<file path="src/rtl/cpu_timing_if.sv">
// Front-panel / memory bundle between the timing generator and its environment.
// The master drives run/step control and memory data; the slave (timing generator) returns beat state.
interface cpu_timing_if #(
    parameter int IR_W  = 16,
    parameter int CNT_W = 16
);
    logic             run;
    logic             single_step;
    logic             step;
    logic             mem_ready;
    logic [IR_W-1:0]  mem_data;
    logic [2:0]       timer;
    logic [IR_W-1:0]  instruction;
    logic             ir_loaded;
    logic             stalled;
    logic [CNT_W-1:0] instr_count;

    modport master (
        output run, single_step, step, mem_ready, mem_data,
        input  timer, instruction, ir_loaded, stalled, instr_count
    );

    modport slave (
        input  run, single_step, step, mem_ready, mem_data,
        output timer, instruction, ir_loaded, stalled, instr_count
    );
endinterface

</file>
<file path="src/rtl/cpu_timing_gen.sv">
// Beat sequencer for the instruction controller: steps through fetch/execute/memory beats,
// latches the fetched word into the IR and counts retired instructions.
module cpu_timing_gen #(
    parameter int              IR_W     = 16,
    parameter int              CNT_W    = 16,
    parameter logic [IR_W-1:0] IR_RESET = '0
) (
    input  logic           clk,
    input  logic           rst,
    cpu_timing_if.slave    bus
);

    // The state encoding is the beat code the controller decodes.
    typedef enum logic [2:0] {
        S_INIT = 3'b100,
        S_FADR = 3'b000,
        S_FRD  = 3'b001,
        S_EXEC = 3'b011,
        S_MADR = 3'b101,
        S_MDAT = 3'b111
    } state_e;

    state_e           state_q, state_d;
    logic [IR_W-1:0]  ir_q;
    logic [CNT_W-1:0] count_q;
    logic             loaded_q;
    logic             step_q;

    logic adv;
    logic is_mem_op;
    logic ir_load;
    logic retire;
    logic stalled;

    assign adv       = bus.single_step ? (bus.step & ~step_q) : bus.run;
    // Opcodes 8'h80..8'h83 share the top six bits 100000.
    assign is_mem_op = (ir_q[15:10] == 6'b100000);

    // NOTE: every signal assigned in this block gets a default first, so no path leaves one
    // unassigned and no latch is inferred.
    always_comb begin
        state_d = state_q;
        ir_load = 1'b0;
        retire  = 1'b0;
        stalled = 1'b0;
        if (adv) begin
            unique case (state_q)
                S_INIT: state_d = S_FADR;
                S_FADR: state_d = S_FRD;
                S_FRD: begin
                    if (bus.mem_ready) begin
                        state_d = S_EXEC;
                        ir_load = 1'b1;
                    end else begin
                        stalled = 1'b1;
                    end
                end
                S_EXEC: begin
                    if (is_mem_op) begin
                        state_d = S_MADR;
                    end else begin
                        state_d = S_FADR;
                        retire  = 1'b1;
                    end
                end
                S_MADR: state_d = S_MDAT;
                S_MDAT: begin
                    if (bus.mem_ready) begin
                        state_d = S_FADR;
                        retire  = 1'b1;
                    end else begin
                        stalled = 1'b1;
                    end
                end
                default: state_d = S_INIT;
            endcase
        end
    end

    // NOTE: sequential state uses non-blocking assignments so every register samples
    // pre-edge values regardless of statement order.
    always_ff @(posedge clk or posedge rst) begin
        if (rst) begin
            state_q  <= S_INIT;
            ir_q     <= IR_RESET;
            count_q  <= '0;
            loaded_q <= 1'b0;
            step_q   <= 1'b0;
        end else begin
            state_q  <= state_d;
            step_q   <= bus.step;
            loaded_q <= ir_load;
            if (ir_load) ir_q    <= bus.mem_data;
            if (retire)  count_q <= count_q + 1'b1;
        end
    end

    assign bus.timer       = state_q;
    assign bus.instruction = ir_q;
    assign bus.ir_loaded   = loaded_q;
    assign bus.stalled     = stalled;
    assign bus.instr_count = count_q;

endmodule
</file>
<file path="src/flat_wrapper.sv">
// flat-port wrapper written by rule: the top's interface ports become plain ports
module cpu_timing_gen_flat 
#(
    parameter int              IR_W     = 16,
    parameter int              CNT_W    = 16,
    parameter logic [IR_W-1:0] IR_RESET = '0
)
  (clk, rst, bus_run, bus_single_step, bus_step, bus_mem_ready, bus_mem_data, bus_timer, bus_instruction, bus_ir_loaded, bus_stalled, bus_instr_count);
  cpu_timing_if #(.IR_W(IR_W), .CNT_W(CNT_W)) bus_i ();
  input  logic clk;
  input  logic rst;
  input wire logic [$bits(bus_i.run)-1:0] bus_run;
  input wire logic [$bits(bus_i.single_step)-1:0] bus_single_step;
  input wire logic [$bits(bus_i.step)-1:0] bus_step;
  input wire logic [$bits(bus_i.mem_ready)-1:0] bus_mem_ready;
  input wire logic [$bits(bus_i.mem_data)-1:0] bus_mem_data;
  output wire logic [$bits(bus_i.timer)-1:0] bus_timer;
  output wire logic [$bits(bus_i.instruction)-1:0] bus_instruction;
  output wire logic [$bits(bus_i.ir_loaded)-1:0] bus_ir_loaded;
  output wire logic [$bits(bus_i.stalled)-1:0] bus_stalled;
  output wire logic [$bits(bus_i.instr_count)-1:0] bus_instr_count;
  assign bus_i.run = bus_run;
  assign bus_i.single_step = bus_single_step;
  assign bus_i.step = bus_step;
  assign bus_i.mem_ready = bus_mem_ready;
  assign bus_i.mem_data = bus_mem_data;
  assign bus_timer = bus_i.timer;
  assign bus_instruction = bus_i.instruction;
  assign bus_ir_loaded = bus_i.ir_loaded;
  assign bus_stalled = bus_i.stalled;
  assign bus_instr_count = bus_i.instr_count;
  cpu_timing_gen #(.IR_W(IR_W), .CNT_W(CNT_W), .IR_RESET(IR_RESET)) u_core (.clk(clk), .rst(rst), .bus(bus_i));
endmodule
</file>
<file path="config.mk">
export PLATFORM = sky130hd
export DESIGN_NAME = cpu_timing_gen_flat
export DESIGN_NICKNAME = d
export VERILOG_FILES = /design/src/rtl/cpu_timing_if.sv /design/src/rtl/cpu_timing_gen.sv /design/src/flat_wrapper.sv
export SDC_FILE = /design/constraint.sdc
export NUM_CORES = 1
export LEC_CHECK = 0
export ABC_AREA = 1
export CAP_MARGIN = 20
export CELL_PAD_IN_SITES_DETAIL_PLACEMENT = 1
export CELL_PAD_IN_SITES_GLOBAL_PLACEMENT = 2
export CORE_MARGIN = 8
export CORE_UTILIZATION = 31
export CTS_CLUSTER_SIZE = 25
export DETAILED_ROUTE_END_ITERATION = 12
export DONT_BUFFER_PORTS = 1
export PLACE_DENSITY_LB_ADDON = 0.2
export REMOVE_ABC_BUFFERS = 1
export SYNTH_ARGS = -nofsm -noshare
export SYNTH_HDL_FRONTEND = slang
export SYNTH_SLANG_ARGS = --single-unit
</file>
<file path="constraint.sdc">
create_clock -name clk -period 1.3 [get_ports clk]
set_input_delay 0.26 -clock clk [delete_from_list [all_inputs] [get_ports clk]]
set_output_delay 0.26 -clock clk [all_outputs]
set_load 0.01 [all_outputs]
</file>
Word level (Yosys, flattened, before mapping) --
Cells that the tools add are included. Widths: inputs -> output; s select.
Storage, ports and cells: register bits 37, bits of input ports 22, output and inout port bits 37, logic and storage cells 33
Operators by class: add/sub/neg operators 1, equal/unequal tests 8, multiplexer cells 14, bitwise logic cells 2, reductions and logical operators 3
Operators with widths (number):
- $pmux 3 s6 | 1
- $add 16x1->16 const B | 1
- $eq 3x3->1 const B | 3
- $mux 1 | 9
- $mux 3 | 3
- $eq 6x6->1 const B | 1
- $ne 2x2->1 const B | 2
- $eq 3x1->1 const B | 1
- $eq 3x2->1 const B | 1
- $logic_not 3->1 | 1
- $reduce_and 3->1 | 1
- $pmux 1 s2 | 1
- $reduce_or 2->1 | 1
- $and 1x1->1 | 1
- $not 1->1 | 1

Longest topological paths before layout --
Gate-level depths: netlist (run 1).
depth after elaboration 4, mapped depth 9

Worst setup path before layout (run 1) --
Ideal clock, no wire load.
path kind register -> output, from register u_core.state_q[2], in the netlist u_core.bus.timer[2], to output port bus_stalled, arrival time 1.152 ns, setup slack -0.112 ns, stages on the path, launching flop included 7, path buffers 0, cells stage by stage dfstp_2 > inv_1 > nor2_2 > nand2_1 > nand2_1 > inv_1 > nor2_1
Between the ends: longest elaborated chain between the ends 4, elaborated cells on any way between the ends 5, classes of those cells 2 x eq/ne; 2 x mux; 1 x reduce/logical
RTL lines:
- start, declared | RTL line cpu_timing_gen.sv:23 | state_e state_q, state_d;
- start signal, assigned | RTL line cpu_timing_gen.sv:90 | state_q <= state_d;
- $eq 3x1->1 / $eq 3x3->1 (equally long branches) | RTL line cpu_timing_gen.sv:47 | unique case (state_q)
- $reduce_or 2->1 (no line) (*)
- $mux 1 (*)
- $mux 1 (*) | RTL line cpu_timing_gen.sv:46 | if (adv) begin
- end, declared | RTL line flat_wrapper.sv:20 | output wire logic [$bits(bus_i.stalled)-1:0] bus_stalled;
Every way passes the cells marked *; elsewhere a longest branch is shown, timed or not.

Worst setup path in the final report (run 1) --
from register u_core.state_q[1], in the netlist u_core.bus.timer[1], to output port bus_stalled
Same word-level chain as after synthesis.

==> results of run 1 <==
-- cells by family (layout without fill, tap and decap cells) --
kind of cell	Yosys count	after routing	synth area share, %
XOR/XNOR	7	7	3.157
AND/OR/NAND/NOR	178	180	39.69
AO/OA/AOI/OAI	9	9	2.899
buffers and inverters	25	91	5.863
flip-flops	37	37	47.74
adder cells (fa/ha/maj)	1	1	0.6442
-- routing by layer --
metal	part of all wire [%]	GRT usage (%)	vias up
met5	0	0	-
met4	0.57	3.511	0
met3	7.5	5.433	4
met2	50	24.17	42
met1	42	13.77	885
li1	-	-	940
-- power groups by stage --
stage / clock (W) / sequential, W / combinational, W
5_1_grt: 0.00111 / 0.00191 / 0.00208
3_3_place_gp: 0 / 0.00185 / 0.00136
3_5_place_dp: 0 / 0.00186 / 0.00139
6_report: 0.00103 / 0.00186 / 0.00187
2_1_floorplan: 0 / 0.00194 / 0.000622
4_1_cts: 0.00107 / 0.00185 / 0.00166
-- Yosys cell counts --
master / count / area (sq um)
nand2_1: 119 / 446.7
dfrtp_1: 36 / 900.9
nor2_1: 24 / 90.09
nand3_1: 22 / 110.1
inv_1: 19 / 71.32
o21ai_0: 7 / 35.03
xor2_1: 5 / 43.79
nand4_1: 4 / 25.02
nor2_2: 4 / 25.02
buf_2: 3 / 15.01
nand3_4: 3 / 52.55
buf_6: 2 / 22.52
xnor2_1: 2 / 17.52
clkinv_2: 1 / 5.000
dfstp_2: 1 / 26.28
ha_1: 1 / 12.51
nand2_4: 1 / 11.26
nand3_2: 1 / 10.01
o21ai_1: 1 / 5.000
o21ai_4: 1 / 16.27
-- metrics by stage --
stage / TNS (ps) / instance area, sq um
floorplan: -741.3 / 1904
global placement: -505.4 / 2351
detailed placement: -721.1 / 2351
CTS: -953.8 / 2655
global route: -7993 / 2858
finish: -4845 / 2858
-- worst reg2reg max path, cell delays in order, from the launching register on --
cell and delay [ps]:
dfstp_2 550, inv_2 50, nor2_4 90, buf_4 110, buf_4 100, nand3_4 160
buf_6 210, nand3_1 70, nand2_1 60
-- sequential cells by signal, summed over array words and instances, names as in the netlist --
name,count
u_core.bus.instr_count,16
u_core.bus.instruction,16
u_core.bus.ir_loaded,1
u_core.bus.timer,3
u_core.step_q,1
-- area by class of cell --
| cell class | count | area [sq um] | area share, % |
|---|---|---|---|
| well taps | 77 | 96.34 | 3.371 |
| repair inverters | 1 | 11.26 | 0.3940 |
| clock buffers | 5 | 68.82 | 2.408 |
| multi-input cells | 197 | 1052 | 36.82 |
| clock inverters | 3 | 46.29 | 1.620 |
| repair buffers | 62 | 566.8 | 19.83 |
| flip-flops and latches | 37 | 928.4 | 32.49 |
| inverters | 20 | 87.58 | 3.065 |
-- placed cells by master (no fill, tap or decap) --
master / count
buf_8: 1
xnor2_1: 2
nor2_4: 5
clkinv_4: 1
buf_4: 46
o21ai_4: 1
o21ai_1: 3
nor2_2: 5
clkbuf_8: 5
inv_1: 16
nand2_4: 3
nand3_1: 14
nand3_2: 8
nand4_1: 4
nand3_4: 4
dfrtp_1: 35
nand2_1: 109
ha_2: 1
clkinvlp_4: 1
bufinv_16: 1
clkbuf_16: 1
nor2_1: 18
dfstp_2: 1
o21ai_0: 5
dfrtp_2: 1
nand2_8: 1
nand2_2: 9
inv_2: 3
dlygate4sd3_1: 2
buf_6: 9
buf_12: 3
clkinv_8: 1
xor2_1: 5
inv_8: 1
-- worst max-delay path by stage --
stage                                     startpoint                                     end  slack (ps)  cells past startpoint
6_report             u_core.bus.timer[1]$_DFFE_PP0P_                             bus_stalled        -250                      7
5_1_grt              u_core.bus.timer[1]$_DFFE_PP0P_                             bus_stalled        -320                      7
4_1_cts              u_core.bus.timer[0]$_DFFE_PP0P_                             bus_stalled        -260                      6
3_5_place_dp   u_core.bus.instr_count[1]$_DFFE_PP0P_  u_core.bus.instr_count[10]$_DFFE_PP0P_        -130                      8
3_3_place_gp         u_core.bus.timer[2]$_DFFE_PP1P_                             bus_stalled         -70                      6
2_1_floorplan        u_core.bus.timer[2]$_DFFE_PP1P_                             bus_stalled        -110                      6
-- repair_timing --
action | 4_1_cts | 5_1_grt
gates resized for setup | 34 | 23
cloned | 0 | 4
buffers inserted | 7 | 10
hold buffers | 2 | 0
endpoints found under the hold margin | 37 | 0
endpoints found under the setup margin | 31 | 38
pin swaps | 7 | 14
==> metrics.cfg, run 1 <==
[run_status]
status = complete, but fails checks
violations = setup timing

[cts]
cts_max_path_buffers = 2
clk_latency_ps = 290
cts.htree.levels = 2
cts_tree = yes
numCtsBuffers = 5
clk_pin_slew_worst_paths_ps = 80
cts.sinks = 37
cts_root_buf = clkbuf_8

[floorplanning]
dieArea_sq_um = 9053
initial_core_util_pct = 31.30
dieHeight_um = 95.15
rows = 29
die_w_um = 95.15
pin_count = 59
fp.coreArea_sq_um = 6205

[critical_path]
endpoint_kind = primary output
cp_slowest_cell = dfrtp_1
critPathLaunchType = flip-flop
worstPathMaxFanout = 3
reg2reg_slack_ps = -210
reg2regPathDepth = 8
crit_path_max_incr_delay_ps = 420
cpLargestDelayFamily = simple AND/OR/NAND/NOR gates
arrival_ps = 1290
crit_chain = inv_2 -> nand2_2 -> nor2_4 -> nand2_2 -> nand2_2 -> inv_2 -> nor2_4
timing.rr.start = u_core.bus.timer[2]$_DFFE_PP1P_
worst_path_most_repeated_cell = nand2_2
critical_path_required_ps = 1040
criticalPathCategory = reg2out
timing.rr.end = u_core.bus.instr_count[5]$_DFFE_PP0P_
cp_num_buf_inv = 2

[drt]
drc = 0
routed_wl_um = 6130
wl_per_cell_um = 15.25
first_pass_iters = 4
drt_iter0_drc = 36
vias = 1871
postRouteAntennaNets = 0
avgViaCountPerCell = 4.654

[worst_hold_path]
whs_path_depth = 2
hold_path.startpoint = bus_mem_data[1]
hp-class = in2reg
hold_end = u_core.bus.instruction[1]$_DFFE_PP0P_

[job]
cap_violations = 0

[power]
p_per_area_nw_per_um2 = 1663
p_int_w = 0.003001
ir_drop_mv = 0.9271
switchingPower_w = 0.001752
p_leak_nw = 1.435
totalPowerFinal_w = 0.004753
seq_power_share_pct = 39.0
clkPwrFrac_pct = 21.7
switching_share_pct = 36.87
p_comb_share_pct = 39.3

[timing]
setup_viol = 36
setup_ws_ps = -253.1
relSlewSlack_pct = 80.33
fin_crit_sh_pct = 119.5
fin_crit_ps = 1553
final.setup_skew_ps = 4.499
maxSlewViolCount = 0
hold_viol = 0
tightest_slew_ps = 293.9
rsz0062_at_grt = true
fin_hold_ws_ps = 69.45
max_freq_ghz = 0.6439

[placed_design]
gp_congestion = 0.7554
place_inst = 374
dp_hpwl_um = 4033
portBuffers = 0
pre_cts_ws_ps = -134.1

[global_routing]
antenna_found_initial = 0
grt_pass1_wl_um = 9453
grt_pass1_vias = 2061
grt_max_degree = 38
gr-total-overflow = 0
grtUsageTotal_pct = 13.29

[synth]
avgSynthCellArea_sq_um = 7.556
ys_ff_latch = 37
ys_types = 20
ys_seq_area_share_pct = 47.74
synthesis.area_sq_um = 1942
syn_inst = 257
yosysWarnings = 0

[layout]
final_nets = 347
area_growth_pct = 47.16
fillers = 751
diodes = 0
final_util_pct = 46.06
drive_above_1_share_pct = 34.46
final_cells = 402

Power figures use the tool's default switching activity.
==> run 2: changes to the inputs <==
--- a/config.mk
+++ b/config.mk
@@ -16,6 +16,7 @@
 export DONT_BUFFER_PORTS = 1
 export PLACE_DENSITY_LB_ADDON = 0.2
 export REMOVE_ABC_BUFFERS = 1
+export SKIP_LAST_GASP = 1
 export SYNTH_ARGS = -nofsm -noshare
 export SYNTH_HDL_FRONTEND = slang
 export SYNTH_SLANG_ARGS = --single-unit
==> constraint.sdc (replaced) <==
create_clock -name clk -period 1.29 [get_ports clk]
set_input_delay 0.258 -clock clk [delete_from_list [all_inputs] [get_ports clk]]
set_output_delay 0.258 -clock clk [all_outputs]
set_load 0.01 [all_outputs]
==> run 2 against run 1 <==
The run still ends with setup timing left. Sequential power about the same. Non-clock buffer count up 2. Worst setup slack better by 39 ps. Power up 2.8%. Combinational power down 3%. Critical endpoint unchanged. Largest cell class unchanged.
==> metrics.cfg, run 2 (synthesis results as in run 1) <==
[run_status]
status = complete, but fails checks  ; unchanged
violations = setup timing  ; unchanged

[drt]
drc = 0  ; unchanged
first_pass_iters = 4  ; unchanged
avgViaCountPerCell = 4.720  ; was 4.654
wl_per_cell_um = 14.99  ; was 15.25 um
routed_wl_um = 6042  ; was 6130 um
vias = 1902  ; was 1871
drt_iter0_drc = 40  ; was 36
postRouteAntennaNets = 0  ; unchanged

[critical_path]
endpoint_kind = primary output  ; unchanged
cp-startpoint = u_core.bus.timer[2]$_DFFE_PP1P_  ; was u_core.bus.timer[1]$_DFFE_PP0P_
crit_chain = inv_2 -> nor2_4 -> nand2_2 -> nand2_2 -> inv_2 -> nor2_4  ; was inv_2 -> nand2_2 -> nor2_4 -> nand2_2 -> nand2_2 -> inv_2 -> nor2_4
worstPathMaxFanout = 2  ; was 3
reg2reg_slack_ps = -130  ; was -210 ps
critical_path_required_ps = 1030  ; was 1040 ps
cp_slowest_cell = dfstp_2  ; was dfrtp_1
criticalPathCategory = reg2out  ; unchanged
cpLargestDelayFamily = flip-flops  ; was simple AND/OR/NAND/NOR gates
timing.rr.start = u_core.bus.timer[2]$_DFFE_PP1P_  ; unchanged
cp_num_buf_inv = 2  ; unchanged
timing.rr.end = u_core.bus.instr_count[13]$_DFFE_PP0P_  ; was u_core.bus.instr_count[5]$_DFFE_PP0P_
crit_path_max_incr_delay_ps = 550  ; was 420 ps
arrival_ps = 1250  ; was 1290 ps
critPathLaunchType = flip-flop  ; unchanged
reg2regPathDepth = 8  ; unchanged

[layout]
final_cell_mix = nand2_1 (107), buf_4 (53), dfrtp_1 (35)  ; was nand2_1 (109), buf_4 (46), dfrtp_1 (35)
final_nets = 348  ; was 347
final_util_pct = 45.61  ; was 46.06%
fin_area_sq_um = 2830  ; was 2858 sq um
final_common_cell = nand2_1  ; unchanged
diodes = 0  ; unchanged
drive_above_1_share_pct = 34.66  ; was 34.46%
final_cells = 403  ; was 402
area_growth_pct = 45.75  ; was 47.16%

[worst_hold_path]
hold_path.startpoint = bus_mem_data[1]  ; unchanged
whs_path_depth = 2  ; unchanged
hold_end = u_core.bus.instruction[1]$_DFFE_PP0P_  ; unchanged
hp-class = in2reg  ; unchanged

[power]
ir_drop_mv = 0.8947  ; was 0.9271 mV
p_per_area_nw_per_um2 = 1726  ; was 1663 nW/um^2
p_leak_nw = 1.431  ; was 1.435 nW

[placed_design]
place_inst = 376  ; was 374
dp_hpwl_um = 4166  ; was 4033 um
portBuffers = 0  ; unchanged
place_area_sq_um = 2366  ; was 2351 sq um
gp_congestion = 0.7659  ; was 0.7554

[timing]
fin_crit_sh_pct = 116.6
setup_viol = 37  ; was 36
tightest_slew_ps = 310.8  ; was 293.9 ps
relSlewSlack_pct = 79.20  ; was 80.33%
fin_hold_ws_ps = 77.01  ; was 69.45 ps
setup_ws_ps = -214.5  ; was -253.1 ps
hold_viol = 0  ; unchanged
rsz0062_at_grt = true  ; unchanged
maxSlewViolCount = 0  ; unchanged
fin_crit_ps = 1504
max_freq_ghz = 0.6647
final.setup_skew_ps = 9.404  ; was 4.499 ps

[cts]
numCtsBuffers = 5  ; unchanged
cts_tree = yes  ; unchanged
cts_max_path_buffers = 2  ; unchanged
cts.htree.levels = 2  ; unchanged
clk_pin_slew_worst_paths_ps = 80  ; about the same
clk_latency_ps = 290  ; about the same
cts.sinks = 37  ; unchanged
cts_root_buf = clkbuf_8  ; unchanged

[global_routing]
grtUsageTotal_pct = 13.33  ; was 13.29%
grt_pass1_vias = 1979  ; was 2061
grt_max_degree = 38  ; unchanged
gr-total-overflow = 0  ; unchanged
antenna_found_initial = 0  ; unchanged
grt_pass1_wl_um = 9459  ; was 9453 um

[floorplanning]
initial_core_util_pct = 31.30  ; unchanged
die_w_um = 95.15  ; unchanged
rows = 29  ; unchanged
dieArea_sq_um = 9053  ; unchanged
dieHeight_um = 95.15  ; unchanged
pin_count = 59  ; unchanged
fp.coreArea_sq_um = 6205  ; unchanged

[job]
cap_violations = 0  ; unchanged

[run 2: cell count changes in the layout (fill, tap and decap cells not counted), sizes merged]
cell	delta
clkinvlp	-1
bufinv	+1
buf	+3
nand2	-2
clkbuf	-1
inv	+1
[run 2: layout make-up]
cell class / count / area (sq um)
repair buffers: 64 / 554.3
clock inverters: 3 / 65.06
fillers: 775 / 3374
inverters: 20 / 87.58
repair inverters: 2 / 17.52
well taps: 77 / 96.34
clock buffers: 5 / 68.82
multi-input cells: 195 / 1012
flip-flops and latches: 37 / 928.4
[run 2: worst max path at each step]
stage | endpoint | slack, ps | depth (start not counted)
after floorplan | bus_stalled | -120 | 6
after global placement | bus_stalled | -80 | 6
after detailed placement | u_core.bus.instruction[15]$_DFFE_PP0P_ | -120 | 6
after CTS | bus_stalled | -260 | 7
after global routing | bus_stalled | -300 | 6
final | bus_stalled | -210 | 6
[run 2: through the flow]
stage,TNS [ps],setup slack [ps],power (W)
after CTS,-775.2,-257.3,0.004762
after global placement,-523.6,-79.81,0.003250
after floorplan,-909.3,-120.0,0.002577
after global routing,-6532,-295.4,0.005220
after detailed placement,-1426,-119.7,0.003284
final,-3476,-214.5,0.004885
[run 2: timing repair]
item / 4_1_cts / 5_1_grt
hold buffers: 2 / 0
pin swaps: 8 / 12
resized for setup: 30 / 18
hold endpoints to repair: 37 / 0
endpoints found under the setup margin: 30 / 36
cloned: 0 / 2
buffers inserted: 7 / 8
[run 2: power by group]
group	internal [W]	switching (W)	leakage, nW	total, W
combinational	0.000880	0.000929	0.885	0.00181
sequential	0.00152	0.000351	0.478	0.00187
clock	0.000769	0.000435	0.0681	0.00120
[run 2: metal layers]
metal  routed length, um  GRT usage, %
met1                2486         15.18
met5                   0             0
met4                  53         2.991
met2                3055         22.84
met3                 446         5.354
==> run 3: changes to the inputs <==
--- a/config.mk
+++ b/config.mk
@@ -14,6 +14,7 @@
 export CTS_CLUSTER_SIZE = 25
 export DETAILED_ROUTE_END_ITERATION = 12
 export DONT_BUFFER_PORTS = 1
+export GPL_TIMING_DRIVEN = 0
 export PLACE_DENSITY_LB_ADDON = 0.2
 export REMOVE_ABC_BUFFERS = 1
 export SKIP_LAST_GASP = 1
==> constraint.sdc (replaced) <==
create_clock -name clk -period 1.29 [get_ports clk]
set_input_delay 0.129 -clock clk [delete_from_list [all_inputs] [get_ports clk]]
set_output_delay 0.129 -clock clk [all_outputs]
set_load 0.01 [all_outputs]
==> run 3 against run 2 <==
Critical endpoint is now u_core.bus.instr_count[12]$_DFFE_PP0P_. Critical path depth grew 2. The flow still finishes with violations (setup timing). Register-to-register slack got worse by 160 ps. First-iteration DRC count increased by 140%. Critical path type is now reg2reg. Worst setup slack worse by 80 ps. Clock-buffer cell count increased by 1.
==> metrics.cfg, run 3 (synthesis results as in run 1) <==
[run_status]
status = complete, but fails checks  ; unchanged
violations = setup timing  ; unchanged

[worst_hold_path]
hp-class = in2reg  ; unchanged

[layout]
drive_above_1_share_pct = 33.76  ; was 34.66%
final_cell_mix = nand2_1 (96), dfrtp_1 (27), nor2_1 (21)  ; was nand2_1 (107), buf_4 (53), dfrtp_1 (35)
diodes = 0  ; unchanged
area_growth_pct = 49.42  ; was 45.75%
final_common_cell = nand2_1  ; unchanged
final_util_pct = 46.76  ; was 45.61%
final_cells = 388  ; was 403
final_nets = 333  ; was 348

[critical_path]
worstPathMaxFanout = 8  ; was 2
crit_path_max_incr_delay_ps = 640  ; was 550 ps
cpLargestDelayFamily = flip-flops  ; unchanged
cp_num_buf_inv = 3  ; was 2
arrival_ps = 1820  ; was 1250 ps
criticalPathCategory = reg2reg  ; was reg2out
critical_path_required_ps = 1520  ; was 1030 ps
endpoint_kind = flip-flop  ; was primary output
cp_slowest_cell = dfstp_2  ; unchanged
critPathLaunchType = flip-flop  ; unchanged
crit_chain = inv_2 -> nor2_4 -> buf_6 -> nand3_4 -> buf_6 -> nand2_8 -> nand2_1 -> nand2_1  ; was inv_2 -> nor2_4 -> nand2_2 -> nand2_2 -> inv_2 -> nor2_4

[power]
seq_power_share_pct = 46.2  ; was 38.3%
p_comb_share_pct = 29.3  ; was 37.0%
clkPwrFrac_pct = 24.5  ; was 24.6%
totalPowerFinal_w = 0.004510  ; was 0.004885 W
switchingPower_w = 0.001733  ; was 0.001715 W
p_per_area_nw_per_um2 = 1554  ; was 1726 nW/um^2
p_int_w = 0.002776  ; was 0.003170 W
ir_drop_mv = 0.7219  ; was 0.8947 mV
p_leak_nw = 1.393  ; was 1.431 nW
switching_share_pct = 38.44  ; was 35.11%

[floorplanning]
pin_count = 59  ; unchanged
fp.coreArea_sq_um = 6205  ; unchanged
dieHeight_um = 95.15  ; unchanged
dieArea_sq_um = 9053  ; unchanged
rows = 29  ; unchanged
die_w_um = 95.15  ; unchanged
initial_core_util_pct = 31.30  ; unchanged

[cts]
clk_pin_slew_worst_paths_ps = 80  ; about the same
cts_root_buf = clkbuf_8  ; unchanged
cts.htree.levels = 2  ; unchanged
cts.sinks = 37  ; unchanged
numCtsBuffers = 5  ; unchanged
cts_max_path_buffers = 2  ; unchanged
clk_latency_ps = 300  ; was 290 ps
cts_tree = yes  ; unchanged

[timing]
final.setup_skew_ps = 10.20  ; was 9.404 ps
fin_tns_setup_ps = -7283  ; was -3476 ps
max_freq_ghz = 0.6311  ; was 0.6647 GHz
fin_crit_sh_pct = 122.8  ; was 116.6%
setup_ws_ps = -294.6  ; was -214.5 ps
setup_viol = 36  ; was 37
tightest_slew_ps = 814.9  ; was 310.8 ps
fin_crit_ps = 1585  ; was 1504 ps
maxSlewViolCount = 0  ; unchanged
relSlewSlack_pct = 45.59  ; was 79.20%
hold_viol = 0  ; unchanged
rsz0062_at_grt = true  ; unchanged

[drt]
drc = 0  ; unchanged
avgViaCountPerCell = 4.711  ; was 4.720
routed_wl_um = 6172  ; was 6042 um
vias = 1828  ; was 1902
postRouteAntennaNets = 0  ; unchanged
drt_iter0_drc = 97  ; was 40
wl_per_cell_um = 15.91  ; was 14.99 um
first_pass_iters = 3  ; was 4

[job]
cap_violations = 0  ; unchanged

[global_routing]
antenna_found_initial = 0  ; unchanged
grt_pass1_wl_um = 10470  ; was 9459 um
gr-total-overflow = 0  ; unchanged
grt_pass1_vias = 2047  ; was 1979
grtUsageTotal_pct = 14.86  ; was 13.33%
grt_max_degree = 38  ; unchanged

[placed_design]
place_inst = 329  ; was 376
gp_congestion = 0.7351  ; was 0.7659
dp_hpwl_um = 3697  ; was 4166 um
portBuffers = 0  ; unchanged

==> run 3: cell count changes in the layout (fill, tap and decap cells not counted), moves of 6 or more <==
cell,delta
nand3_1,-6
dfrtp_2,+8
buf_6,+7
dlygate4sd3_1,+16
nand2_2,+8
buf_4,-41
dfrtp_1,-8
nand2_1,-11
==> run 3: through the flow <==
step	setup WS [ps]	instance area (sq um)	hold slack [ps]
floorplan	-81.20	1904	160.4
global placement	-346.4	2001	160.6
detailed placement	-344.1	2001	160.7
CTS	-270.6	2724	140.1
global route	-393.8	2902	138.1
finish	-294.6	2902	129.5
==> run 3: area by class of cell <==
cell class	instances	area [sq um]
clock buffers	6	82.58
clock inverters	2	37.54
fillers	728	3303
inverters	20	87.58
multi-input cells	197	1129
flip-flops and latches	37	938.4
well taps	77	96.34
repair buffers	47	510.5
repair inverters	2	20.02
==> run 3: worst register-to-register path, delay by kind of cell, from the launching register on <==
kind,cells,cell delay (ps)
simple gates,5,510
buf+inv,3,380
flops,1,640
==> run 3: worst paths after layout <==
check                                                     start                                      to  slack, ps  depth (start not counted)
worst max register to register  u_core.bus.timer[2]$_DFFE_PP1P_  u_core.bus.instr_count[12]$_DFFE_PP0P_       -290                          8
worst min-delay path                              bus_mem_ready          u_core.bus.ir_loaded$_DFF_PP0_        130                          2
worst min register to register  u_core.bus.timer[2]$_DFFE_PP1P_         u_core.bus.timer[2]$_DFFE_PP1P_        550                          2
worst max-delay path            u_core.bus.timer[2]$_DFFE_PP1P_  u_core.bus.instr_count[12]$_DFFE_PP0P_       -290                          8
max in group asynchronous                                   rst   u_core.bus.instr_count[5]$_DFFE_PP0P_        280                          2
min in group asynchronous                                   rst   u_core.bus.instr_count[3]$_DFFE_PP0P_        430                          2
==> run 3: power by group through the flow <==
stage	Sequential [W]	Combinational, W	Clock (W)
6_report	0.00209	0.00132	0.00110
4_1_cts	0.00209	0.00118	0.00113
3_3_place_gp	0.00209	0.000741	0
2_1_floorplan	0.00195	0.000627	0
5_1_grt	0.00217	0.00150	0.00118
3_5_place_dp	0.00208	0.000766	0
==> run 3: per-layer routing <==
metal | up-vias | routed length [um] | GRT usage, %
li1 | 904 | - | -
met1 | 877 | 2420 | 16.42
met2 | 42 | 3252 | 26.06
met3 | 5 | 437 | 5.669
met4 | 0 | 61 | 3.901
met5 | - | 0 | 0
==> run 3: what timing repair did <==
action / 4_1_cts / 5_1_grt
gates resized for setup: 52 / 31
setup buffers: 22 / 7
setup endpoints to repair: 37 / 37
pin swaps: 21 / 20
cloned: 4 / 1
hold endpoints to repair: 53 / 0
hold buffers: 18 / 0
